==> config.mk <==
export PLATFORM = sky130hd
export DESIGN_NAME = kfpga_config_controller
export DESIGN_NICKNAME = d
export VERILOG_FILES = /design/src/rtl/kfpga_config_controller.sv
export SDC_FILE = /design/constraint.sdc
export NUM_CORES = 2
export LEC_CHECK = 0
export ABC_AREA = 1
export CAP_MARGIN = 20
export CORE_AREA = 2 2 635 637
export CTS_CLUSTER_SIZE = 8
export DETAILED_ROUTE_END_ITERATION = 7
export DIE_AREA = 0 0 637 639
export GPL_TIMING_DRIVEN = 0
export PLACE_DENSITY = 0.51
export SLEW_MARGIN = 20
export SYNTH_ARGS = -nofsm -noshare
export SYNTH_HDL_FRONTEND = slang
export SYNTH_SLANG_ARGS = --single-unit
==> constraint.sdc <==
create_clock -name clock -period 2.3 [get_ports clock]
set_clock_uncertainty 0.2 [all_clocks]
set_input_delay 0.23 -clock clock [delete_from_list [all_inputs] [get_ports clock]]
set_output_delay 0.23 -clock clock [all_outputs]
set_load 0.005 [all_outputs]
==> src/rtl/kfpga_config_controller.sv <==
// Configuration loader for the kfpga fabric: it accepts N data words and a trailing XOR checksum word,
// and commits the shadow image to config_out and releases the fabric reset only when the checksum matches.
module kfpga_config_controller #(
  parameter int CONFIG_WIDTH = 1602,
  parameter int WORD_WIDTH   = 32
) (
  input  logic                    clock,
  input  logic                    nreset,
  input  logic                    cfg_start,
  input  logic [WORD_WIDTH-1:0]   cfg_data,
  input  logic                    cfg_valid,
  output logic                    cfg_ready,
  output logic [CONFIG_WIDTH-1:0] config_out,
  output logic                    core_nreset,
  output logic                    busy,
  output logic                    done,
  output logic                    error
);

  localparam int NUM_WORDS = (CONFIG_WIDTH + WORD_WIDTH - 1) / WORD_WIDTH;
  localparam int CNT_W     = $clog2(NUM_WORDS + 1);
  // Counter value at which the next accepted word is the checksum rather than data.
  localparam logic [CNT_W-1:0] CSUM_IDX = CNT_W'(NUM_WORDS);

  typedef enum logic [2:0] {
    S_IDLE,
    S_LOAD,
    S_VERIFY,
    S_DONE,
    S_ERROR
  } state_t;

  state_t                  state;
  logic [CNT_W-1:0]        word_cnt;
  logic [WORD_WIDTH-1:0]   run_xor;
  logic [WORD_WIDTH-1:0]   csum_word;
  logic                    match_q;
  logic                    verify_phase;
  logic [CONFIG_WIDTH-1:0] shadow;
  logic [CONFIG_WIDTH-1:0] shadow_next;
  logic                    xfer;

  assign xfer = cfg_valid && cfg_ready;

  // Each shadow bit belongs to exactly one word slot; bits of the last word that lie above
  // CONFIG_WIDTH-1 have no slot, so they are dropped here while still feeding run_xor.
  always_comb begin
    // NOTE: default assignment first so every path writes shadow_next and no latch is inferred.
    shadow_next = shadow;
    for (int i = 0; i < CONFIG_WIDTH; i++) begin
      if ((i / WORD_WIDTH) == int'(word_cnt)) begin
        shadow_next[i] = cfg_data[i % WORD_WIDTH];
      end
    end
  end

  // NOTE: all state below uses non-blocking assignments so every register samples pre-edge values.
  always_ff @(posedge clock or negedge nreset) begin
    if (!nreset) begin
      state        <= S_IDLE;
      word_cnt     <= '0;
      run_xor      <= '0;
      csum_word    <= '0;
      match_q      <= 1'b0;
      verify_phase <= 1'b0;
      // NOTE: the wide shadow and config registers are reset on purpose; the fabric must see all-zero config.
      shadow       <= '0;
      config_out   <= '0;
      core_nreset  <= 1'b0;
      cfg_ready    <= 1'b0;
      busy         <= 1'b0;
      done         <= 1'b0;
      error        <= 1'b0;
    end else begin
      case (state)
        S_IDLE, S_DONE, S_ERROR: begin
          if (cfg_start) begin
            state       <= S_LOAD;
            word_cnt    <= '0;
            run_xor     <= '0;
            core_nreset <= 1'b0;
            cfg_ready   <= 1'b1;
            busy        <= 1'b1;
            done        <= 1'b0;
            error       <= 1'b0;
          end
        end

        S_LOAD: begin
          if (cfg_start) begin
            // Restart wins over a transfer in the same cycle.
            word_cnt <= '0;
            run_xor  <= '0;
          end else if (xfer) begin
            if (word_cnt == CSUM_IDX) begin
              csum_word    <= cfg_data;
              verify_phase <= 1'b0;
              cfg_ready    <= 1'b0;
              state        <= S_VERIFY;
            end else begin
              shadow   <= shadow_next;
              run_xor  <= run_xor ^ cfg_data;
              word_cnt <= word_cnt + CNT_W'(1);
            end
          end
        end

        S_VERIFY: begin
          // Compare in the first cycle and act in the second, so the wide compare is kept out of the commit path.
          if (!verify_phase) begin
            match_q      <= (csum_word == run_xor);
            verify_phase <= 1'b1;
          end else begin
            busy <= 1'b0;
            if (match_q) begin
              config_out  <= shadow;
              core_nreset <= 1'b1;
              done        <= 1'b1;
              state       <= S_DONE;
            end else begin
              error <= 1'b1;
              state <= S_ERROR;
            end
          end
        end

        default: begin
          state       <= S_IDLE;
          core_nreset <= 1'b0;
          cfg_ready   <= 1'b0;
          busy        <= 1'b0;
          done        <= 1'b0;
          error       <= 1'b0;
        end
      endcase
    end
  end

endmodule

==> Word-level counts from Yosys, hierarchy flattened <==
Cells that the tools add are included.
{ "classes": {"n_addsub": 1, "n_eq_ne": 65, "muxes": 32, "n_bitwise": 6, "n_reduce_logical": 67} }
{ "op_table": {"columns": ["cell", "count"], "rows": [
  ["AND reduction 5 bit", 53],
  ["== test 6 bit, first input constant", 32],
  ["two-way mux 32 bit", 4],
  ["== test 5 x 6 -> 1 bit, first input constant", 11],
  ["case mux 32 bit (2 select lines)", 1],
  ["== test 32 bit", 1],
  ["XOR 32 bit", 1],
  ["== test 4 x 6 -> 1 bit, first input constant", 4],
  ["two-way mux 6 bit", 4],
  ["AND reduction 4 bit", 5],
  ["two-way mux 3 bit", 6],
  ["inequality test 2 bit, second input constant", 7],
  ["== test 3 x 6 -> 1 bit, first input constant", 2],
  ["case mux 1 bit (3 select lines)", 4],
  ["case mux 6 bit (2 select lines)", 1],
  ["two-way mux 1 bit", 10],
  ["case mux 3 bit (3 select lines)", 1],
  ["adder 6 x 1 -> 6 bit, second input constant", 1],
  ["== test 2 x 6 -> 1 bit, first input constant", 1],
  ["== test 3 x 2 -> 1 bit, second input constant", 2],
  ["== test 6 bit, second input constant", 1],
  ["zero test 6 bit", 1],
  ["inequality test 3 bit, second input constant", 2],
  ["AND reduction 3 bit", 2],
  ["9 further kinds", 14]
]} }
{ "totals": {"ff_bits": 3283, "inputBits": 36, "out_inout_bits": 1607, "word_cells": 233} }

==> Depth between registers and ports, before layout <==
{ "depth": {"word_depth": 5, "ltp_mapped": 12, "depth_no_buf": 10} }

==> Worst setup path before layout <==
Ideal clock, no wire load.
{ "synth_timing": {"path_type": "reg-to-reg", "from": "reg word_cnt[0]", "to": "reg shadow[533]", "arrival_time_ps": 1762, "path_slack_ps": 207, "path_stages_with_launch": 9, "period_less_slack_ps": 2093, "cell_sequence": "dfrtp_1 inv_1 ha_1 inv_1 nor2_2 nand3_1 nor3_4 clkbuf_1 o21ai_0"} }
{ "synth_via": {"elab_chain_cells": 3} }
{ "synth_lines": {"columns": ["element", "line", "source"], "rows": [
  ["start, declared", "34", "logic [CNT_W-1:0] word_cnt;"],
  ["start signal, assigned", "103", "word_cnt <= word_cnt + CNT_W'(1);"],
  ["== test 6 bit", "95", "if (word_cnt == CSUM_IDX) begin"],
  ["inverter 1 bit (no line)", null, null],
  ["AND reduction 5 bit (no line) (*)", null, null],
  ["end signal, assigned", "101", "shadow <= shadow_next;"],
  ["end, declared", "39", "logic [CONFIG_WIDTH-1:0] shadow;"]
]} }
Mark *: on every way between the ends. The rest lies on a longest branch, timed or not.
A chain may end at the register's enable or synchronous reset.

==> Worst setup path in the final report <==
{ "layout_timing": {"from": "reg config_out[864]", "to": "out config_out[864]"} }
{ "layout_lines": {"columns": ["element", "line", "source"], "rows": [
  ["start, declared", "13", "output logic [CONFIG_WIDTH-1:0] config_out,"],
  ["start signal, assigned", "116", "config_out <= shadow;"]
]} }
No word-level cell between the ends.

==> metrics.md <==
| Metric | Value |
|---|---|
| Final Core Density | `41.48%` |
| Register bit total from synthesis | `3283` |
| Die width | `637 um` |
| Max-Cap Viols | `0` |
| Core Area | `400900 um2` |
| Slowest stage cell, crit path | `clkdlybuf4s50_1` |
| RSZ-0062 raised after global routing | `true` |
| FF+latch area | `82170 um2` |
| Crit-path max cell delay | `0.59 ns` |
| Initial Utilization | `30.32%` |
| Area contributors post-synth | `dfrtp_1, nand2_1, o21ai_0` |
| Area fraction of the dominant cell type after synthesis | `67.60%` |
| Initial DRC Count | `9057` |
| Worst vdd ir | `0.6573 mV` |
| DRC viols | `0` |
| Worst hold path type | `in2async` |
| Worst Setup Start Kind | `flop` |
| Mapped Avg Cell Area | `9.620 um2` |
| DR pass1 iterations | `5` |
| Pin count of the biggest net entering global routing | `142` |
| Die H | `639 um` |
| Synth cell count leaders | `nand2_1, dfrtp_1, o21ai_0, inv_1, clkbuf_1` |
| Initial antenna violation count | `79` |
| Synthesis Warnings | `0` |
| First-pass GRT wire length | `786300 um` |
| Critical path data required time | `1.87 ns` |
| Syn_nets | `12670` |
| Worst r2r src | `state[2]$_DFFE_PN0P_` |
| FILL cells | `39540` |
| Max-slew headroom | `18.61%` |
| Pwr Density | `760.5 nW/um2` |
| DR vias | `99190` |
| Worst Reg2Reg Path Length in Cells | `14` |
| Vias/cell | `4.858` |
| Number of global-route vias before repair | `95700` |
| Clk slew on worst S/H paths | `0.05 ns` |
| Proportion of layout cells with a drive suffix above 1 | `11.96%` |
| Crit path DAT | `2.14 ns` |
| Fmax | `388.7 MHz` |
| CP Class | `reg2out` |
| Post-Route WL | `587200 um` |
| Post-detail-place hpwl | `416600 um` |
| Failing checks | `negative hold slack, negative setup slack` |
| Buffers and inverters on the worst path | `1` |
| Rows | `233` |
| Reg-to-Reg End | `shadow[159]$_DFFE_PN0P_` |
| Multi-input logic area | `34380 um2` |
| Cell count after synthesis | `12630` |
| CTS H-tree depth | `5` |
| I/O pins | `1643` |
| Part of the cycle the worst path needs | `111.8%` |
| Clock buffer count from CTS | `452` |
| Worst Setup End Kind | `output port` |
| Clock sinks | `3283` |
| Clk_lat worst skew | `0.98 ns` |
| Pleak | `82.00 nW` |
| Slew Limit Fails | `0` |
| Final GP Congestion | `0.8683` |
| Post-layout minimum cycle time | `2.572 ns` |
| Critical path, cell by cell | `clkdlybuf4s50_1` |
| Die ar. | `407000 um2` |
| Slew @ Worst Pin | `1.221 ns` |
| Worst hold margin | `-0.8661 ns` |
| Critical path fanouts, max | `2` |
| Synthesized area | `121500 um2` |
| Area Growth Syn to Fin | `36.81%` |
| Sequential area share after synthesis | `67.60%` |
| Final ANT Viol Nets | `0` |
| Layout Nets | `15100` |
| Crit path max-delay family | `buffers and inverters` |
| Unique cell type count in the Yosys netlist | `34` |
| Post-synth EDFFs | `0` |
| Port bufs | `1642` |
| Clock tree root buffer cell | `clkbuf_16` |
| Fraction of registers with async set/reset | `100.0%` |
| Top-count cell post-synth | `nand2_1` |
| Max clock buf depth | `4` |
| Fin. Hold Viols | `495` |
| R2R setup slack | `-0.22 ns` |
| Total GRT Usage | `27.56%` |
| Final Total Pwr | `0.1264 W` |
| Overflow after GRT | `0` |
| TritonCTS clock tree | `built` |
| Final setup fails | `2788` |
| Status | `complete, but fails checks` |
| Setup ws final | `-0.2724 ns` |
| Drt wl/cell | `28.76 um` |
| Post-synth top area cell | `dfrtp_1` |
| Top FF cell, synth | `dfrtp_1` |
## flip-flops by register name (all words and copies together), names as in the netlist
| register | cells |
|---|---|
| config_out | 1602 |
| shadow | 1602 |
| csum_word | 32 |
| run_xor | 32 |
| word_cnt | 6 |
| state | 3 |
| busy | 1 |
| cfg_ready | 1 |
| core_nreset | 1 |
| error | 1 |
| match_q | 1 |
| verify_phase | 1 |
## through the flow
stage	setup WS (ns)	std cells	area, um2	hold slack (ns)	TNS (ns)
2_1_floorplan	0.2069	12630	121500	-0.2656	0
3_3_place_gp	-158.75	19560	144600	0.2498	-
3_5_place_dp	-3.426	19640	146700	0.05311	-6561.51
4_1_cts	-0.4029	20210	161200	-1.087	-807.23
5_1_grt	-0.2991	20400	166200	-0.8897	-496.00
6_report	-0.2724	20420	166300	-0.8661	-203.27
## cell usage in the layout, fill, tap and decap left out, types with 28 or more instances in the layout
cell             synthesis  final
o21ai_2                  0     99
buf_12                   0     98
buf_16                   0     67
dlymetal6s2s_1           0     32
dfrtp_1               3283   3267
clkbuf_16                0    507
inv_1                  696    690
buf_6                    1     61
diode_2                  0     28
o21ai_0               2153   1997
buf_8                    2     44
clkbuf_4                 0     81
clkdlybuf4s50_1          0   1599
clkbuf_1               557    155
buf_2                  242    142
o21ai_1                140    197
clkbuf_2                 0    273
nand2_2                  5     55
nand2_1               5333   5237
buf_4                   34    151
nand2_4                 10     48
xnor2_1                 49     49
## per-layer routing
layer	vias to the layer above	share of wire, %	GRT usage, %	routed length (um)
met5	-	0.014	0	82
met4	12	6.7	15.61	39230
met3	1001	6.3	4.641	36810
met2	3682	46	44.06	272200
met1	50140	41	35.46	238900
li1	44350	-	-	-
## logic make-up after synthesis
logic type | synth area share (%)
flops | 67.60
simple gates | 17.34
xor+xnor | 0.4324
buf+inv | 5.134
compound gates | 9.458
fa+ha+maj | 0.04118
## cell type report
cell class / instances / share of cell area [%]
repair buffers: 1968 / 13.63
diodes: 28 / 0.04214
flip-flops and latches: 3283 / 49.42
inverters: 701 / 1.599
clock buffers: 469 / 6.916
multi-input cells: 7816 / 20.68
clock inverters: 30 / 0.3605
plain buffers: 836 / 3.378
well taps: 5287 / 3.979
## how the worst max path moves through the flow
| stage | from | endpoint | depth (start not counted) |
|---|---|---|---|
| 3_3_place_gp | nreset | config_out[651]$_DFFE_PN0P_ | 1 |
| 3_5_place_dp | nreset | config_out[691]$_DFFE_PN0P_ | 9 |
| 5_1_grt | config_out[865]$_DFFE_PN0P_ | config_out[865] | 1 |
| 6_report | config_out[864]$_DFFE_PN0P_ | config_out[864] | 1 |
| 4_1_cts | config_out[7]$_DFFE_PN0P_ | config_out[7] | 1 |
| 2_1_floorplan | word_cnt[0]$_DFFE_PN0P_ | shadow[533]$_DFFE_PN0P_ | 8 |
## worst reg2reg max path, delay by kind of cell (launching register included)
kind / cells / cell delay (ns)
buf+inv: 6 / 0.93
simple gates: 7 / 0.87
flops: 1 / 0.38
compound gates: 1 / 0.07
## power breakdown
part	switching, W	internal [W]
clock network	0.0254	0.0351
logic	0.00508	0.00191
registers	0.000377	0.0586
total	0.0308	0.0956
## what timing repair did
item | CTS | global route
cloned | 20 | 57
setup endpoints to repair | 6231 | 5861
hold buffers | 18 | 9
buffers inserted | 29 | 119
hold endpoints to repair | 871 | 604
gates resized for setup | 447 | 1006
pin swaps | 11 | 32
Power figures use the tool's default switching activity.
